==> src/rtl/serial_subtractor_if.sv <==
// Handshake and operand bundle for the bit-serial subtractor.
// Master issues operands and start; slave reports status and result.
interface serial_subtractor_if #(
  parameter int WIDTH = 4
);
  logic             start;
  logic [WIDTH-1:0] a;
  logic [WIDTH-1:0] b;
  logic             borrow_in;
  logic             busy;
  logic             done;
  logic [WIDTH-1:0] difference;
  logic             borrow_out;
  logic             overflow;

  modport master (
    output start, a, b, borrow_in,
    input  busy, done, difference,
    input  borrow_out, overflow
  );

  modport slave (
    input  start, a, b, borrow_in,
    output busy, done, difference,
    output borrow_out, overflow
  );
endinterface

==> src/rtl/serial_subtractor.sv <==
// Bit-serial two's-complement subtractor, LSB first.
// One result bit per clock; outputs update only on completion.
module serial_subtractor #(
  parameter int WIDTH = 4
) (
  input  logic                 clk,
  input  logic                 rst_n,
  serial_subtractor_if.slave   bus
);
  localparam int CW  = $clog2(WIDTH);
  localparam int MSB = WIDTH - 1;

  localparam logic [1:0] S_IDLE  = 2'd0;
  localparam logic [1:0] S_SHIFT = 2'd1;
  localparam logic [1:0] S_DONE  = 2'd2;

  logic [1:0]       r_state;
  logic [WIDTH-1:0] r_a;
  logic [WIDTH-1:0] r_b;
  logic [WIDTH-1:0] r_res;
  logic [WIDTH-1:0] r_diff;
  logic [CW-1:0]    r_cnt;
  logic             r_br;
  logic             r_bout;
  logic             r_ovf;

  logic             w_ai;
  logic             w_bi;
  logic             w_d;
  logic             w_br;
  logic             w_last;
  logic             w_accept;
  logic             w_ovf;
  logic [WIDTH-1:0] w_res;

  assign w_ai     = r_a[r_cnt];
  assign w_bi     = r_b[r_cnt];
  assign w_d      = w_ai ^ w_bi ^ r_br;
  assign w_br     = (~w_ai & w_bi)
                  | (~(w_ai ^ w_bi) & r_br);
  assign w_last   = (r_cnt == CW'(MSB));
  assign w_accept = bus.start
                  && (r_state != S_SHIFT);
  assign w_ovf    = (r_a[MSB] != r_b[MSB])
                  && (w_d != r_a[MSB]);

  // Result including the bit being produced this cycle.
  always_comb begin
    w_res        = r_res;
    w_res[r_cnt] = w_d;
  end

  always_ff @(posedge clk or negedge rst_n) begin
    if (!rst_n) begin
      r_state <= S_IDLE;
      r_a     <= '0;
      r_b     <= '0;
      r_res   <= '0;
      r_diff  <= '0;
      r_cnt   <= '0;
      r_br    <= 1'b0;
      r_bout  <= 1'b0;
      r_ovf   <= 1'b0;
    end else if (w_accept) begin
      r_a     <= bus.a;
      r_b     <= bus.b;
      r_br    <= bus.borrow_in;
      r_res   <= '0;
      r_cnt   <= '0;
      r_state <= S_SHIFT;
    end else begin
      unique case (1'b1)
        (r_state == S_SHIFT): begin
          r_res <= w_res;
          r_br  <= w_br;
          r_cnt <= r_cnt + 1'b1;
          if (w_last) begin
            r_diff  <= w_res;
            r_bout  <= w_br;
            r_ovf   <= w_ovf;
            r_state <= S_DONE;
          end
        end
        default: r_state <= S_IDLE;
      endcase
    end
  end

  assign bus.busy       = (r_state == S_SHIFT);
  assign bus.done       = (r_state == S_DONE);
  assign bus.difference = r_diff;
  assign bus.borrow_out = r_bout;
  assign bus.overflow   = r_ovf;
endmodule

==> src/flat_wrapper.sv <==
// flat-port wrapper written by rule: the top's interface ports become plain ports
module serial_subtractor_flat 
#(
  parameter int WIDTH = 4
)
  (clk, rst_n, bus_start, bus_a, bus_b, bus_borrow_in, bus_busy, bus_done, bus_difference, bus_borrow_out, bus_overflow);
  serial_subtractor_if #(.WIDTH(WIDTH)) bus_i ();
  input  logic clk;
  input  logic rst_n;
  input wire logic [$bits(bus_i.start)-1:0] bus_start;
  input wire logic [$bits(bus_i.a)-1:0] bus_a;
  input wire logic [$bits(bus_i.b)-1:0] bus_b;
  input wire logic [$bits(bus_i.borrow_in)-1:0] bus_borrow_in;
  output wire logic [$bits(bus_i.busy)-1:0] bus_busy;
  output wire logic [$bits(bus_i.done)-1:0] bus_done;
  output wire logic [$bits(bus_i.difference)-1:0] bus_difference;
  output wire logic [$bits(bus_i.borrow_out)-1:0] bus_borrow_out;
  output wire logic [$bits(bus_i.overflow)-1:0] bus_overflow;
  assign bus_i.start = bus_start;
  assign bus_i.a = bus_a;
  assign bus_i.b = bus_b;
  assign bus_i.borrow_in = bus_borrow_in;
  assign bus_busy = bus_i.busy;
  assign bus_done = bus_i.done;
  assign bus_difference = bus_i.difference;
  assign bus_borrow_out = bus_i.borrow_out;
  assign bus_overflow = bus_i.overflow;
  serial_subtractor #(.WIDTH(WIDTH)) u_core (.clk(clk), .rst_n(rst_n), .bus(bus_i));
endmodule
==> config.mk <==
export PLATFORM = sky130hd
export DESIGN_NAME = serial_subtractor_flat
export DESIGN_NICKNAME = d
export VERILOG_FILES = /design/src/rtl/serial_subtractor_if.sv /design/src/rtl/serial_subtractor.sv /design/src/flat_wrapper.sv
export SDC_FILE = /design/constraint.sdc
export NUM_CORES = 1
export LEC_CHECK = 0
export BUFFER_PORTS_ARGS = -buffer_cell sky130_fd_sc_hd__buf_2
export CAP_MARGIN = 10
export CORE_MARGIN = 5
export CORE_UTILIZATION = 53
export CTS_CLUSTER_SIZE = 8
export DETAILED_ROUTE_END_ITERATION = 7
export GPL_TIMING_DRIVEN = 0
export PLACE_DENSITY = 0.77
export SLEW_MARGIN = 15
export SYNTH_ARGS = -nofsm -noshare
export SYNTH_HDL_FRONTEND = slang
export SYNTH_SLANG_ARGS = --single-unit
export TNS_END_PERCENT = 1
==> constraint.sdc <==
create_clock -name clk -period 2.8 [get_ports clk]
set_clock_uncertainty 0.15 [all_clocks]
set_input_delay 0.7 -clock clk [delete_from_list [all_inputs] [get_ports clk]]
set_output_delay 0.7 -clock clk [all_outputs]
set_load 0.02 [all_outputs]
==> metrics.md, run 1 <==
| Metric | Value |
|---|---|
| Share of cells above drive strength 1 | `between 30 and 40%` |
| Longest Clk Path Bufs | `2` |
| Initial Utilization | `56.06%` |
| Num CTS Buffers | `3` |
| Remaining antenna violation count after routing | `0` |
| Total GRT Usage | `between 10% and 20%` |
| Die extent in x | `approximately 56 µm` |
| Critical Path Start Type | `flip-flop` |
| Setup Crit Path Kind | `flip-flop to flip-flop` |
| Clock Latency Late Sink | `about 0.3 ns` |
| IO Port Bufs | `19` |
| HPWL after DPL | `1.406 mm` |
| DR WL/cell | `14.03 µm` |
| CP Cell Sequence | `mux4_2 > fa_1 > clkbuf_1 > and3b_1 > a21oi_1 > o21ai_0` |
| Final WL | `1.866 mm` |
| CTS clk-pin slew, worst paths | `~0.11 ns` |
| Wire length of the first global-routing pass | `between 3 and 4 mm` |
| CTS H-tree depth | `1` |
| PnR worst setup slack | `0.3389 ns` |
| Die Ht | `approximately 56 µm` |
| Fin crit period | `approximately 2.5 ns` |
| Final nets | `about 120` |
| RSZ-0062 raised after global routing | `false` |
| Row cnt | `16` |
| Area after DPL | `~1200 µm²` |
| Utilization after layout | `around 64%` |
| Min-delay worst type | `primary input to asynchronous set/reset pin` |
| DRT iter0 DRCs | `3` |
| Setup bufs post-CTS | `0` |
| Cell variety after synth | `27` |
| Crit-path max cell delay | `about 0.55 ns` |
| Least-Margin Pin Slew | `about 0.47 ns` |
| Fillcell total | `between 150 and 200` |
| Final Cycle Share | `about 88%` |
| Final TNS setup | `0 ns` |
| Fmax | `just over 400 MHz` |
| Vias | `between 600 and 700` |
| Vias/cell | `just over 5` |
| Area of the mapped netlist | `between 1000 and 1500 µm²` |
| Crit path required time | `roughly 2.9 ns` |
| CP max stage cell | `mux4_2` |
| IO Count | `20` |
| CP arrival | `~2.6 ns` |
| Crit path max fanout | `9` |
| Slew margin rel. | `roughly 69%` |
| Antenna violations before repair | `0` |
| Fin. max-slew vios | `0` |
| Post-Synthesis Cells | `between 80 and 90` |
| Non-filler cells in the finished layout | `between 100 and 150` |
| Syn avg cell area | `13.25 µm²` |
| Gr ovfl total | `0` |
| Sequential fraction of the synthesis area | `50.06%` |
| Synth Warn # | `0` |
| Area of the multi-input gates | `just under 500 µm²` |
| FF+latch count, synth | `22` |
| Die area | `approximately 3000 µm²` |
| Final setup fails | `0` |
| Worst slack, placed | `0.3411 ns` |
| Area Growth Syn to Fin | `15.02%` |
| Leak | `between 0.6 and 0.7 nW` |
| CTS Hold Buffers Added | `0` |
| DRC Markers | `0` |
| Vias in the first global route | `~680` |
| Reg2Reg Setup Slack | `approximately 0.34 ns` |
| Final Cell Area | `~1300 µm²` |
| Register cell area after layout | `roughly 550 µm²` |
| Placed insts | `129` |
| Most frequent cells in the layout | `22 x dfrtp_1, 20 x buf_2, 8 x mux2_4, 6 x mux2i_1, 6 x nand2_1` |
| Clock sinks | `22` |
| Run status | `completed` |
| Post_cts resized | `0` |
| Max_cap viols | `0` |
| Routability cong. | `approximately 0.65` |
| Crit. End Element | `flip-flop` |
| Ant. Diodes | `0` |
| DRT Pass-1 Iters | `4` |
| Final hold vios | `0` |
| CTS tree | `yes` |
| Pin count of the biggest net entering global routing | `23` |
| PwrDens | `~1300 nW/µm²` |
| Core ar. | `about 2000 µm²` |
| Commonest non-fill, non-tap cell in the layout | `dfrtp_1` |
| VDD IR-drop max | `about 0.6 mV` |
| Synthesized Nets | `100` |
| Clock root cell | `clkbuf_4` |
worst paths after layout:
check / start / endpoint / depth (start not counted)
max reg2reg: u_core.r_cnt[0] / u_core.bus.overflow / 6
max: u_core.r_cnt[0] / u_core.bus.overflow / 6
min reg2reg: u_core.bus.difference[3] / u_core.bus.difference[3] / 1
max in group asynchronous: rst_n / u_core.r_b[0] / 1
min in group clk: u_core.bus.difference[3] / u_core.bus.difference[3] / 1
min: rst_n / u_core.r_cnt[1] / 1
stage by stage:
step           hold slack [ns]  power (mW)
6_report                0.1793       1.634
5_1_grt                 0.2113       1.770
4_1_cts                 0.1856       1.655
3_5_place_dp            0.3122       1.475
3_3_place_gp            0.3062       1.435
2_1_floorplan           0.2544       1.268
state kept, by name (all words and copies together), names as in the netlist:
signal,cells
u_core.r_b,4
u_core.bus.difference,4
u_core.bus.overflow,1
u_core.r_br,1
u_core.r_cnt,2
u_core.r_res,3
u_core.bus.borrow_out,1
u_core.r_a,4
u_core.r_state,2
final cells by class:
class,instances,area share (%)
clock buffer,4,2.868
inverter,5,1.484
timing repair buffer,19,7.517
multi-input combinational,51,38.87
buffer,5,3.066
tap,27,2.671
sequential,22,43.52
cells in the mapped netlist (all sizes together):
cell type | n | area [µm²]
and2b | 1 | 7.510
ha | 4 | 50.05
and3b | 1 | 8.760
a211oi | 1 | 7.510
and3 | 1 | 6.260
nand2b | 1 | 13.76
mux4 | 2 | 45.04
buf | 4 | 35.03
nand2 | 6 | 22.52
a32o | 3 | 30.03
a21oi | 2 | 10.01
nor2b | 2 | 20.02
o31ai | 1 | 7.510
mux2 | 9 | 131.4
inv | 5 | 18.77
o21ai | 5 | 25.02
fa | 1 | 20.02
clkbuf | 1 | 3.750
mux2i | 6 | 60.06
dfrtp | 22 | 550.5
a21o | 1 | 7.510
nor2 | 3 | 11.26
nand3b | 1 | 7.510
worst max-delay path, delay by kind of cell (launching register included):
family / cells / cell delay (ns)
AOI/OAI and AO/OA: 2 / 0.17
DFF: 1 / 0.50
muxes: 1 / 0.55
buffers and inverters: 1 / 0.30
and+or+nand+nor: 1 / 0.21
adders and majority gates: 1 / 0.51
cells by family after synthesis:
group	after synthesis	synth area share, %
multiplexers	17	21.50
AND/OR/NAND/NOR	16	8.874
buffers and inverters	10	5.233
AO/OA/AOI/OAI	13	7.964
flip-flops	22	50.06
adder cells (fa/ha/maj)	5	6.371
power breakdown:
part           internal [mW]  switching, mW  total, mW
sequential             0.465          0.106      0.571
combinational          0.455          0.437      0.891
clock                 0.0794         0.0925      0.172
per-layer routing:
| metal | GRT usage, % | wire length [µm] | vias to the layer above |
|---|---|---|---|
| met2 | 20.78 | 883 | 16 |
| met1 | 15.97 | 829 | 321 |
| met3 | 2.797 | 96 | 5 |
| met5 | 0 | 0 | - |
| met4 | 9.375 | 56 | 0 |
| li1 | - | - | 334 |
Note: power is estimated with default switching activity, not from simulation.
==> inputs of run 2 (changes only) <==
Settings changed: BUFFER_PORTS_ARGS -buffer_cell sky130_fd_sc_hd__buf_2 to not set, CORE_UTILIZATION 53 to 60, DONT_BUFFER_PORTS set to 1.
==> run 2 against run 1 <==
Against the previous run:
- cell count shrank 16%
- critical path depth did not move
- combinational power down 10%
- non-clock buffer count fell by 18
- via count down 7.5%
- worst setup slack lost 0.063 ns
- clock-buffer cell count fell by 1
- die area shrank 9.6%
- largest cell class unchanged
- hold slack better by 0.15 ns
- first-iteration DRC count shrank 33%
- design area down 8.0%
- register-to-register slack worse by 0.06 ns
==> metrics.md, run 2 (synthesis results as in run 1) <==
| Metric | Value |
|---|---|
| Run status | `completed` |
| Core ar. | `1727 µm² (-12%)` |
| Final TNS setup | `0 ns (unchanged)` |
| Least-Margin Pin Slew | `0.9465 ns (+0.4773 ns)` |
| Fmax | `396.2 MHz (-2.5%)` |
| Wire length of the first global-routing pass | `2.967 mm (-5.5%)` |
| CP arrival | `2.61 ns (+0.06 ns)` |
| Clock sinks | `22 (unchanged)` |
| Vias/cell | `5.580 (+9.8%)` |
| Worst hold slack | `0.3304 ns (+0.1511 ns)` |
| Die area | `2789 µm² (-9.6%)` |
| IO Count | `20 (unchanged)` |
| Final Cell Area | `1164 µm² (-8.0%)` |
| Clock Latency Late Sink | `0.31 ns (about the same)` |
| Vias in the first global route | `649 (-4.0%)` |
| Final hold vios | `0 (unchanged)` |
| Setup Crit Path Kind | `flip-flop to flip-flop` |
| Remaining antenna violation count after routing | `0 (unchanged)` |
| Slew margin rel. | `36.69% (-32 points)` |
| Min-delay worst type | `primary input to flip-flop` |
| Worst slack, placed | `0.2832 ns (-0.05793 ns)` |
| Area Growth Syn to Fin | `5.802%` |
| Final WL | `1.821 mm (-2.4%)` |
| CTS tree | `yes` |
| Row cnt | `15 (-1)` |
| Area after DPL | `1131 µm² (-7.9%)` |
| Total GRT Usage | `15.41% (+2.2 points)` |
| Die extent in x | `52.82 µm (-4.9%)` |
| Share of cells above drive strength 1 | `22.99% (-15 points)` |
| Antenna violations before repair | `0 (unchanged)` |
| Crit-path max cell delay | `0.56 ns (about the same)` |
| Die Ht | `52.82 µm (-4.9%)` |
| Max_cap viols | `0 (unchanged)` |
| Final Cycle Share | `90.15% (+2.3 points)` |
| Crit. End Element | `flip-flop` |
| Fillcell total | `140 (-16%)` |
| DR WL/cell | `16.26 µm (+16%)` |
| Commonest non-fill, non-tap cell in the layout | `dfrtp_1` |
| PnR worst setup slack | `0.2759 ns (-0.06303 ns)` |
| CTS clk-pin slew, worst paths | `0.11 ns (about the same)` |
| RSZ-0062 raised after global routing | `false` |
| Initial Utilization | `63.70% (+7.6 points)` |
| Ant. Diodes | `0 (unchanged)` |
| DRT Pass-1 Iters | `4 (unchanged)` |
| PwrDens | `1337 nW/µm² (+3.5%)` |
| Vias | `625 (-7.5%)` |
| Most frequent cells in the layout | `22 x dfrtp_1, 8 x mux2_4, 6 x mux2i_1, 6 x nand2_1` |
| HPWL after DPL | `1.323 mm (-5.9%)` |
| Register cell area after layout | `550.5 µm² (unchanged)` |
| Utilization after layout | `67.39% (+2.9 points)` |
| Longest Clk Path Bufs | `2 (unchanged)` |
| Crit path required time | `2.88 ns (about the same)` |
| CP max stage cell | `mux4_2` |
| Crit path max fanout | `9 (unchanged)` |
| DRC Markers | `0 (unchanged)` |
| CTS H-tree depth | `1 (unchanged)` |
| VDD IR-drop max | `0.8338 mV (+39%)` |
| Gr ovfl total | `0 (unchanged)` |
| Pin count of the biggest net entering global routing | `23 (unchanged)` |
| Placed insts | `108 (-16%)` |
| Clock root cell | `clkbuf_4` |
| CP Cell Sequence | `mux4_2 > fa_1 > clkbuf_1 > and3b_1 > a21oi_1 > o21ai_0` |
| Final nets | `106 (-15%)` |
| Routability cong. | `0.7304 (+12%)` |
| Non-filler cells in the finished layout | `112 (-16%)` |
| Area of the multi-input gates | `491.7 µm² (unchanged)` |
| IO Port Bufs | `0 (-19)` |
| Fin. max-slew vios | `0 (unchanged)` |
| Critical Path Start Type | `flip-flop` |
| Final setup fails | `0 (unchanged)` |
| Num CTS Buffers | `3 (unchanged)` |
| Fin crit period | `2.524 ns (+0.06303 ns)` |
| Total power | `1.556 mW (-4.8%)` |
| Leak | `0.5856 nW (-13%)` |
| DRT iter0 DRCs | `2 (-1)` |
==> run 2: changes by cell type in the layout (fill, tap and decap cells not counted), sizes merged <==
cell	delta
dlygate4sd3	+1
clkbuf	-1
buf	-19
==> run 2: final cells by class <==
cell class              instances  area share [%]
inverters                       5           1.613
multi-input cells              51           42.26
repair buffers                  1          0.8602
well taps                      25           2.688
flip-flops and latches         22           47.31
plain buffers                   5           3.333
clock buffers                   3           1.935
==> run 2: critical path: cells and delay by family, from the launching register on <==
family                   cells  cell delay, ns
multiplexers                 1            0.56
flip-flops                   1            0.52
adder cells (fa/ha/maj)      1            0.51
buffers and inverters        1            0.31
AND/OR/NAND/NOR              1            0.22
AO/OA/AOI/OAI                2            0.18
==> run 2: timing repair <==
action / in CTS / in global routing
hold buffers: 1 / 0
setup buffers: 0 / 0
hold endpoints to repair: 22 / 0
endpoints found under the setup margin: 0 / 0
gates resized for setup: 0 / 0
==> run 2: path summary, 6_finish.rpt <==
kind / start / to / slack (ns) / cells after the start
min in group asynchronous: rst_n / u_core.r_res[0] / 0.82 / 1
max: u_core.r_cnt[0] / u_core.bus.overflow / 0.28 / 6
max reg2reg: u_core.r_cnt[0] / u_core.bus.overflow / 0.28 / 6
min: bus_start / u_core.r_cnt[1] / 0.33 / 1
max in group asynchronous: rst_n / u_core.bus.overflow / 1.10 / 1
min reg2reg: u_core.r_res[2] / u_core.r_res[2] / 0.36 / 1
==> run 2: report_power, final <==
group,internal [mW],total (mW),switching [mW],leakage (nW)
Clock,0.0503,0.139,0.0891,0.0138
Combinational,0.420,0.799,0.379,0.302
Sequential,0.465,0.617,0.153,0.270
==> run 2: layer usage <==
metal | vias to the layer above | wire, µm | track usage [%]
met4 | 0 | 48 | 7.660
met1 | 308 | 815 | 19.31
li1 | 299 | - | -
met2 | 13 | 866 | 23.97
met3 | 5 | 91 | 4.558
met5 | - | 0 | 0
==> inputs of run 3 (changes only) <==
Settings changed: CTS_CLUSTER_DIAMETER set to 40, PLACE_DENSITY 0.77 to 0.73.
==> run 3 against run 2 <==
Against the previous run:
- total power up 3.8%
- worst setup slack worse by 0.085 ns
- critical path type unchanged
- global-route usage up 1.1 points
- combinational power up 2.6%
==> metrics.md, run 3 (synthesis results as in run 1) <==
| Metric | Value |
|---|---|
| Reg2Reg Setup Slack | `0.19 ns (-0.08 ns)` |
| Commonest non-fill, non-tap cell in the layout | `dfrtp_1` |
| Register cell area after layout | `550.5 µm² (unchanged)` |
| Run status | `completed` |
| Clock root cell | `clkbuf_4` |
| CP arrival | `2.68 ns (+0.07 ns)` |
| Hold path depth | `1 (unchanged)` |
| Area of the multi-input gates | `491.7 µm² (unchanged)` |
| CTS tree | `yes` |
| P_sw | `0.6472 mW (+4.3%)` |
| Initial Utilization | `63.70% (unchanged)` |
| Hold Path Sink | `u_core.r_cnt[1]` |
| Reg2reg start | `u_core.r_cnt[0]` |
| Final setup fails | `0 (unchanged)` |
| Share of cells above drive strength 1 | `23.86% (+0.88 points)` |
| Leak | `0.5928 nW (+1.2%)` |
| Row cnt | `15 (unchanged)` |
| Hold Crit Start | `bus_start` |
| DRC Markers | `0 (unchanged)` |
| Gate power share | `50.8% (-0.6 points)` |
| Final TNS setup | `0 ns (unchanged)` |
| Fmax | `383.3 MHz (-3.2%)` |
| Final nets | `106 (unchanged)` |
| Final WL | `1.922 mm (+5.5%)` |
| Die extent in x | `52.82 µm (unchanged)` |
| Core ar. | `1727 µm² (unchanged)` |
| DRT iter0 DRCs | `8 (+6)` |
| Setup Crit Path Kind | `flip-flop to flip-flop` |
| Utilization after layout | `68.19% (+0.80 points)` |
| Vias/cell | `5.513 (-1.2%)` |
| Ant. Diodes | `0 (unchanged)` |
| Longest Clk Path Bufs | `2 (unchanged)` |
| HPWL after DPL | `1.345 mm (+1.7%)` |
| CTS H-tree depth | `1 (unchanged)` |
| Worst r2r dst | `u_core.bus.overflow` |
| Min-delay worst type | `primary input to flip-flop` |
| Num CTS Buffers | `3 (unchanged)` |
| Most frequent cells in the layout | `22 x dfrtp_1, 8 x mux2_4, 6 x mux2i_1, 6 x nand2_1` |
| Total GRT Usage | `16.55% (+1.1 points)` |
| PwrDens | `1371 nW/µm² (+2.5%)` |
| Clock Latency Late Sink | `0.30 ns (about the same)` |
| Die area | `2789 µm² (unchanged)` |
| Post_cts resized | `0 (unchanged)` |
| Crit. End Element | `flip-flop` |
| Pin count of the biggest net entering global routing | `23 (unchanged)` |
| Routability cong. | `0.7057 (-3.4%)` |
| Register share of total power | `38.4% (-1.3 points)` |
| Vias in the first global route | `685 (+5.5%)` |
| FF-to-FF path depth | `6 (unchanged)` |
| DR WL/cell | `17.01 µm (+4.6%)` |
| Gr ovfl total | `0 (unchanged)` |
| CTS clk-pin slew, worst paths | `0.12 ns (about the same)` |
| IO Count | `20 (unchanged)` |
| DRT Pass-1 Iters | `4 (unchanged)` |
| Critical Path Start Type | `flip-flop` |
| IO Port Bufs | `0 (unchanged)` |
| VDD IR-drop max | `0.8612 mV (+3.3%)` |
| RSZ-0062 raised after global routing | `false` |
| Vias | `623 (-0.32%)` |
| Crit path required time | `2.87 ns (about the same)` |
| Final hold vios | `0 (unchanged)` |
| Pint | `0.9673 mW (+3.4%)` |
| Slew margin rel. | `33.83% (-2.9 points)` |
| Crit path max fanout | `9 (unchanged)` |
| Total power | `1.614 mW (+3.8%)` |
| Sw Share | `40.09% (+0.20 points)` |
| Least-Margin Pin Slew | `0.9892 ns (+0.04274 ns)` |
| Setup bufs post-CTS | `0 (unchanged)` |
| Wire length of the first global-routing pass | `3.291 mm (+11%)` |
| Area Growth Syn to Fin | `7.054%` |
| Placed insts | `108 (unchanged)` |
| Max_cap viols | `0 (unchanged)` |
| Die Ht | `52.82 µm (unchanged)` |
| Fin. max-slew vios | `0 (unchanged)` |
| Non-filler cells in the finished layout | `113 (+0.89%)` |
| Clock sinks | `22 (unchanged)` |
| Final Cycle Share | `93.17% (+3.0 points)` |
| Remaining antenna violation count after routing | `0 (unchanged)` |
| Clock power frac | `10.8% (+1.8 points)` |
| Fillcell total | `132 (-5.7%)` |
| Antenna violations before repair | `0 (unchanged)` |
| CTS Hold Buffers Added | `1 (unchanged)` |
| Fin crit period | `2.609 ns (+0.08460 ns)` |
[run 3: worst max-delay path, cell delays in order, from the launching register on]
cell      delay (ns)
dfrtp_1         0.53
mux4_2          0.58
fa_1            0.52
clkbuf_1        0.33
and3b_1         0.21
a21oi_1         0.05
o21ai_0         0.17
[run 3: how the worst max path moves through the flow]
stage | from | end | slack (ns) | depth (start not counted)
floorplan | u_core.r_cnt[0] | u_core.bus.overflow | 0.53 | 6
global placement | u_core.r_cnt[0] | u_core.bus.overflow | 0.32 | 6
detailed placement | u_core.r_cnt[0] | u_core.bus.overflow | 0.25 | 6
CTS | u_core.r_cnt[0] | u_core.bus.overflow | 0.20 | 6
global route | u_core.r_cnt[0] | u_core.bus.overflow | 0.05 | 6
finish | u_core.r_cnt[0] | u_core.bus.overflow | 0.19 | 6
[run 3: layer usage]
layer | wire length [µm] | vias up | track usage (%)
li1 | - | 301 | -
met1 | 915 | 308 | 23.09
met2 | 924 | 12 | 25.21
met3 | 67 | 2 | 3.134
met4 | 14 | 0 | 6.383
met5 | 0 | - | 0
[run 3: area by class of cell]
class,count,area share [%]
Sequential cell,22,46.76
Multi-Input combinational cell,51,41.76
Tap cell,25,2.657
Clock buffer,4,3.082
Inverter,5,1.594
Buffer,5,3.294
Timing Repair Buffer,1,0.8502
[run 3: metrics by stage]
stage | hold WS (ns) | area [µm²] | worst slack, ns
3_3_place_gp | 0.2550 | 1131 | 0.3238
4_1_cts | 0.3226 | 1177 | 0.1990
2_1_floorplan | 0.2544 | 1100 | 0.5335
5_1_grt | 0.3250 | 1177 | 0.04984
6_report | 0.3298 | 1177 | 0.1913
3_5_place_dp | 0.2551 | 1131 | 0.2473
[run 3: power groups by stage]
stage | sequential [mW] | clock, mW | combinational [mW]
3_5_place_dp | 0.629 | 0 | 0.803
4_1_cts | 0.622 | 0.179 | 0.824
2_1_floorplan | 0.591 | 0 | 0.677
5_1_grt | 0.641 | 0.193 | 0.913
6_report | 0.620 | 0.174 | 0.820
3_3_place_gp | 0.623 | 0 | 0.773
